--- src/rtl/adc_sample_ctrl.sv ---
// AD7895 sample sequencer: periodic start strobe, timeout-guarded capture, 2^NAVG_LOG2 boxcar average.
// Define ADC_PEAK_EN to add pk_max, the largest sample of each averaged window.
module adc_sample_ctrl #(
  parameter int DIV       = 1250,
  parameter int NAVG_LOG2 = 2,
  parameter int TMO       = 200
) (
  input  logic        clk,
  input  logic        rst_n,
  input  logic        en,
  output logic        st,
  input  logic        ok_adc,
  input  logic [11:0] ADC_dat,
  output logic [11:0] dat_out,
  output logic        dat_valid,
  output logic        busy,
  output logic        overrun,
  output logic        tmo_err,
`ifdef ADC_PEAK_EN
  output logic [11:0] pk_max,
`endif
  input  logic        clr
);

  localparam int CW = $clog2(DIV);
  localparam int WW = $clog2(TMO + 1);
  localparam int AW = 12 + NAVG_LOG2;
  localparam int NW = NAVG_LOG2 + 1;
  localparam logic [NW-1:0] NFULL = NW'(1 << NAVG_LOG2);

  typedef enum logic [2:0] {S_IDLE, S_START, S_WAIT, S_LATCH, S_OUT} state_t;

  state_t        state_q, state_d;
  logic [CW-1:0] per_q, per_d;
  logic [WW-1:0] wait_q, wait_d;
  logic [AW-1:0] acc_q, acc_d, acc_sum;
  logic [NW-1:0] cnt_q, cnt_d;
  logic [11:0]   dat_q, dat_d;
  logic          vld_q, vld_d;
  logic          ovr_q, ovr_d;
  logic          tmo_q, tmo_d;
  logic          tick, tmo_hit;

  assign tick    = en && (per_q == CW'(DIV - 1));
  assign tmo_hit = (state_q == S_WAIT) && !ok_adc && (wait_q == WW'(TMO));
  assign acc_sum = acc_q + AW'(ADC_dat);

  always_comb begin
    state_d = state_q;
    per_d   = (!en || tick) ? '0 : per_q + 1'b1;
    wait_d  = wait_q;
    acc_d   = acc_q;
    cnt_d   = cnt_q;
    dat_d   = dat_q;
    vld_d   = 1'b0;
    ovr_d   = clr ? 1'b0 : ovr_q;
    tmo_d   = clr ? 1'b0 : tmo_q;
    if (tick && state_q != S_IDLE) ovr_d = 1'b1;
    case (state_q)
      S_IDLE:  if (tick) state_d = S_START;
      S_START: begin
        wait_d  = WW'(1);
        state_d = S_WAIT;
      end
      S_WAIT: begin
        if (ok_adc) begin
          state_d = S_LATCH;
        end else if (tmo_hit) begin
          state_d = S_IDLE;
          tmo_d   = 1'b1;
          acc_d   = '0;
          cnt_d   = '0;
        end else begin
          wait_d = wait_q + 1'b1;
        end
      end
      S_LATCH: begin
        acc_d = acc_sum;
        cnt_d = cnt_q + 1'b1;
        // Result registers load on entry to OUT so dat_valid lands two cycles after ok_adc.
        if (cnt_d == NFULL) begin
          state_d = S_OUT;
          dat_d   = acc_sum[AW-1:NAVG_LOG2];
          vld_d   = 1'b1;
        end else begin
          state_d = S_IDLE;
        end
      end
      S_OUT: begin
        acc_d   = '0;
        cnt_d   = '0;
        state_d = S_IDLE;
      end
      default: state_d = S_IDLE;
    endcase
  end

  always_ff @(posedge clk) begin
    if (!rst_n) begin
      state_q <= S_IDLE;
      per_q   <= '0;
      wait_q  <= '0;
      acc_q   <= '0;
      cnt_q   <= '0;
      dat_q   <= '0;
      vld_q   <= 1'b0;
      ovr_q   <= 1'b0;
      tmo_q   <= 1'b0;
    end else begin
      state_q <= state_d;
      per_q   <= per_d;
      wait_q  <= wait_d;
      acc_q   <= acc_d;
      cnt_q   <= cnt_d;
      dat_q   <= dat_d;
      vld_q   <= vld_d;
      ovr_q   <= ovr_d;
      tmo_q   <= tmo_d;
    end
  end

  assign st        = (state_q == S_START);
  assign busy      = (state_q != S_IDLE);
  assign dat_out   = dat_q;
  assign dat_valid = vld_q;
  assign overrun   = ovr_q;
  assign tmo_err   = tmo_q;

`ifdef ADC_PEAK_EN
  logic [11:0] pkw_q, pkw_d, pk_q, pk_d, pk_new;

  assign pk_new = (ADC_dat > pkw_q) ? ADC_dat : pkw_q;

  always_comb begin
    pkw_d = pkw_q;
    pk_d  = pk_q;
    if (state_q == S_LATCH) pkw_d = pk_new;
    if (vld_d) pk_d = pk_new;
    if (state_q == S_OUT || tmo_hit) pkw_d = '0;
  end

  always_ff @(posedge clk) begin
    if (!rst_n) begin
      pkw_q <= '0;
      pk_q  <= '0;
    end else begin
      pkw_q <= pkw_d;
      pk_q  <= pk_d;
    end
  end

  assign pk_max = pk_q;
`endif

endmodule

--- config.mk ---
export PLATFORM = sky130hd
export DESIGN_NAME = adc_sample_ctrl
export DESIGN_NICKNAME = d
export VERILOG_FILES = /design/src/rtl/adc_sample_ctrl.sv
export SDC_FILE = /design/constraint.sdc
export NUM_CORES = 1
export LEC_CHECK = 0
export ABC_AREA = 0
export CAP_MARGIN = 20
export CORE_MARGIN = 1
export CORE_UTILIZATION = 55
export DETAILED_ROUTE_END_ITERATION = 8
export DONT_BUFFER_PORTS = 1
export PLACE_DENSITY_LB_ADDON = 0.12
export SLEW_MARGIN = 5
export SYNTH_ARGS = -nofsm -noshare
export SYNTH_HDL_FRONTEND = slang
export SYNTH_SLANG_ARGS = --single-unit
--- constraint.sdc ---
create_clock -name clk -period 6.6 [get_ports clk]
set_clock_uncertainty 0.15 [all_clocks]
set_input_delay 1.32 -clock clk [delete_from_list [all_inputs] [get_ports clk]]
set_output_delay 1.32 -clock clk [all_outputs]
set_load 0.005 [all_outputs]
After elaboration in Yosys (flattened, before gate mapping)
Cells that the tools add are included.

storage, ports and cells
  bits in registers = 54
  bits of input ports = 17
  output and inout bits = 17
  logic and storage cells = 64

cells by class
  $add $sub $neg = 4
  equal/unequal tests = 12
  muxes and demuxes = 20
  bitwise operators = 1
  reductions and logical operators = 18

operators with widths
  cell                                                             count
  14-bit one-hot mux with 3 select lines                           1
  14-bit 2-to-1 mux                                                2
  8-bit 2-to-1 mux                                                 2
  8-bit one-hot mux with 2 select lines                            1
  3-bit 2-to-1 mux                                                 5
  14-bit by 12-bit adder with 14-bit output                        1
  3-bit one-hot mux with 4 select lines                            1
  11-bit by 1-bit adder with 11-bit output, second input constant  1
  11-bit == test, second input constant                            1
  3-bit one-hot mux with 3 select lines                            1
  8-bit by 1-bit adder with 8-bit output, second input constant    1
  8-bit == test, second input constant                             1
  2-bit != test, second input constant                             4
  1-bit 2-to-1 mux                                                 7
  3-bit by 2-bit == test with 1-bit output, second input constant  2
  3-bit == test, second input constant                             2
  2-bit AND reduction                                              3
  3-bit AND reduction                                              2
  3-bit nonzero test                                               2
  1-bit logical AND                                                4
  2-bit nonzero test                                               2
  3-bit by 1-bit adder with 3-bit output, second input constant    1
  3-bit by 1-bit == test with 1-bit output, second input constant  1
  3-bit logical NOT                                                1
  5 further kinds                                                  6

Longest topological paths before layout
  depth after elaboration = 6
  depth in mapped cells = 9
  mapped depth without buffers = 8

Worst setup path before layout
OpenSTA, ideal clock, no wires.

  path kind = input to register
  start = input ADC_dat[0]
  end = register acc_q[12]
  library setup time = 120 ps
  arrival = 3130 ps
  data required time = 6330 ps
  setup slack = 3200 ps
  stages = 8
  buffers on the path = 0
  cell sequence = ha_1 -> fa_1 -> a21oi_1 -> o21ai_1 -> a211o_2 -> a221oi_4 -> nor4_1 -> a211o_1

on the way
  longest elaborated chain between the ends = 2

RTL lines
  item                                       line  RTL
  from (decl)                                13    input logic [11:0] ADC_dat,
  14-bit by 12-bit adder with 14-bit output  46    assign acc_sum = acc_q + AW'(ADC_dat);
  14-bit one-hot mux with 3 select lines     59    case (state_q)
  to (signal assigned)                       103   acc_q <= '0;
  to (signal assigned)                       113   acc_q <= acc_d;
  to (decl)                                  36    logic [AW-1:0] acc_q, acc_d, acc_sum;

No other way between the ends.
A chain may end at the register's enable or synchronous reset.

Worst setup path in the final report
  start = input ADC_dat[0]
  end = register dat_q[8] (netlist: dat_out[8])

on the way
  longest elaborated chain between the ends = 1

RTL lines
  item                                       line  RTL
  14-bit by 12-bit adder with 14-bit output  46
  to (signal assigned)                       115   dat_q <= dat_d;
  to (decl)                                  38    logic [11:0] dat_q, dat_d;

No other way between the ends.

==> summary.md <==
| Metric | Value |
|---|---|
| Clk Tree Root Cell | clkbuf_8 |
| Core region area | 4880 um^2 |
| Seq/Total Area, Yosys | 0.378 |
| Slew Limit Fails | 0 |
| Largest area contributor in the netlist | dfxtp_1 |
| Final Util | 0.615 |
| Min-delay worst type | reg -> reg |
| Gates resized, CTS repair | 0 |
| Vias in the first global route | 2,067 |
| Final Worst Setup Slack | 3350 ps |
| Yosys cell types | 52 |
| Post-layout instance area | 3000 um^2 |
| DIE WIDTH | 74.1 um |
| Post-synth ARST share | 0 |
| Hold Slack | 330 ps |
| Rel. slew slack | 0.477 |
| Worst path max stage delay | 410 ps |
| Flops & latches, synth | 54 |
| 1st-pass router iterations | 5 |
| Layout cells sized above 1 | 0.0512 |
| Gate count of the mapped netlist | 339 |
| Worst slack, placed | 3010 ps |
| GPL Wtd Cong | 0.829 |
| Max-cap violations | 0 |
| Clk sinks | 54 |
| Clock latency at the later pin of the worst-skew pair | 320 ps |
| Worst-path cell chain | ha_1 -> fa_1 -> a21oi_1 -> o21ai_1 -> a211o_2 -> a31oi_4 -> nor4_1 -> a311o_1 |
| GR Util All Layers | 0.223 |
| Syn avg cell area | 8.44 um^2 |
| Mapped cell area | 2860 um^2 |
| Net count, final | 367 |
| First-pass GRT wire length | 9410 um |
| I/O Pins | 34 |
| Worst-path clk slew | 100 ps |
| Crit end category | register |
| Outcome | complete, no violations |
| CTS H-tree depth | 2 |
| Die Y-Extent | 74.1 um |
| Leak | 1.16 nW |
| Routed WL per cell | 14.3 um |
| Top_reg_cell synth | dfxtp_1 |
| Fmax | 308 MHz |
| CP max FO | 3 |
| Hold-fix buffers at CTS | 0 |
| Top cells by area, synth | dfxtp_1, ha_1, nor2_1 |
| Power per Cell Area | 195 nW/um^2 |
| DR iter-0 viols | 120 |
| Data required, critical path | 6660 ps |
| Detailed placement HPWL | 4050 um |
| Synth-to-Final Area Change | 4.81% |
| Initial Util | 0.587 |
| Crit share post-route | 0.492 |
| TritonCTS clock tree | yes |
| Final count of hold timing violations | 0 |
| Total number of vias | 2,271 |
| Crit path DAT | 3310 ps |
| Post-synth EDFFs | 0 |
| Post-Route WL | 5690 um |
| IO Port Bufs | 0 |
| Cells after DPL | 391 |
| Post-Synthesis Net Count | 375 |
| Drt via density | 5.69 |
| Antenna-violating nets left | 0 |
| Fin Setup TNS | 0 ps |
| Critical path's slowest cell | fa_1 |
| Max Root-Sink Buffers | 2 |
| Kind of critical path | in -> reg |
| Peak VDD IR | 0.0851 mV |
| TritonCTS buffer count | 5 |
| Fin crit period | 3250 ps |
| Final setup vio count | 0 |
| DRC | 0 |
| CP startpoint kind | input port |
| Syn. warnings | 0 |
| Rows | 25 |
| Unrepaired setup endpoints after global routing | no |
| Top-area cell type share of the netlist area | 0.378 |
| Diodes inserted | 0 |
| Overflow after GRT | 0 |
| Placed Area | 2880 um^2 |
| Largest delay share family, worst path | compound AO/OA/AOI/OAI gates |
| Initial antenna violation count | 0 |
| Die ar. | 5500 um^2 |
| Slew of the pin with the lowest slew margin | 783 ps |
| Number of post-CTS setup repair buffers | 0 |
| Total power | 0.586 mW |
| Fin cells | 399 |
| Buffer and inverter count on the worst path | 0 |
| Largest net degree at the start of global routing | 28 |
[worst paths after layout]
kind | slack (ps) | depth (start not counted) | startpoint | endpoint
worst max-delay path | 3350 | 8 | ADC_dat[0] | dat_out[8]
worst min-delay path | 330 | 2 | dat_out[2] | dat_out[2]
worst min register to register | 330 | 2 | dat_out[2] | dat_out[2]
worst max register to register | 3860 | 5 | state_q[1] | dat_out[9]
[sequential cells by signal, indices dropped and copies added (netlist names)]
name	count
state_q	3
overrun	1
cnt_q	3
per_q	11
acc_q	14
dat_out	12
tmo_err	1
dat_valid	1
wait_q	8
[final cells by class]
type                    count  area [um^2]
clock buffers               6         82.6
multi-input cells         259         1670
inverters                  11         41.3
flip-flops and latches     54         1080
fillers                   466         1880
clock inverters             2         38.8
well taps                  67         83.8
[synth_stat cells (6+ instances only)]
library cell	number
xor2_1	18
and3_1	7
inv_1	11
dfxtp_1	54
nand3_1	30
xnor2_1	8
o21ai_0	14
nor2_1	51
a22oi_1	6
ha_1	18
buf_2	8
nor3_1	6
nand2_1	27
a21oi_1	16
[tightest hold or removal path, cell delays in order (launching register included)]
cell and delay (ps):
dfxtp_1 330, nand2_1 60, a21oi_1 50
[report_power, final]
part	internal [mW]	switching (mW)	total [mW]
combinational	0.00667	0.0131	0.0198
clock	0.125	0.115	0.240
sequential	0.326	0.000604	0.327
total	0.458	0.128	0.586
[placed cells by master, fill, tap and decap left out, types with 2 or more instances in the layout]
cell type	n
nor2b_1	3
xor2_1	18
nand4_1	5
o2bb2a_1	2
nor2_1	51
o21ai_0	14
o211ai_1	3
ha_1	18
nor3_1	6
nand4b_1	2
dfxtp_1	54
nor4_1	2
inv_1	11
xnor2_1	8
o31ai_1	2
and3_1	7
a22oi_1	6
and2_1	4
nand2_1	27
nand3_1	30
clkbuf_8	6
mux2i_1	3
o21ai_1	2
a21oi_2	3
a21oi_1	16
and4_1	2
or3b_1	2
a21o_1	2
[logic make-up after synthesis]
group           share of synthesized area
simple gates                        0.255
compound gates                      0.154
flops                               0.378
xor+xnor                           0.0795
buf+inv                            0.0380
fa+ha+maj                          0.0857
mux                                0.0105
[routing by layer]
metal / vias up / GRT usage / wire length, um
li1: 1177 / - / -
met2: 30 / 0.371 / 2600
met5: - / 0 / 0
met4: 0 / 0.0705 / 67
met1: 1059 / 0.285 / 2800
met3: 5 / 0.0515 / 221
Note: power is estimated with default switching activity, not from simulation.
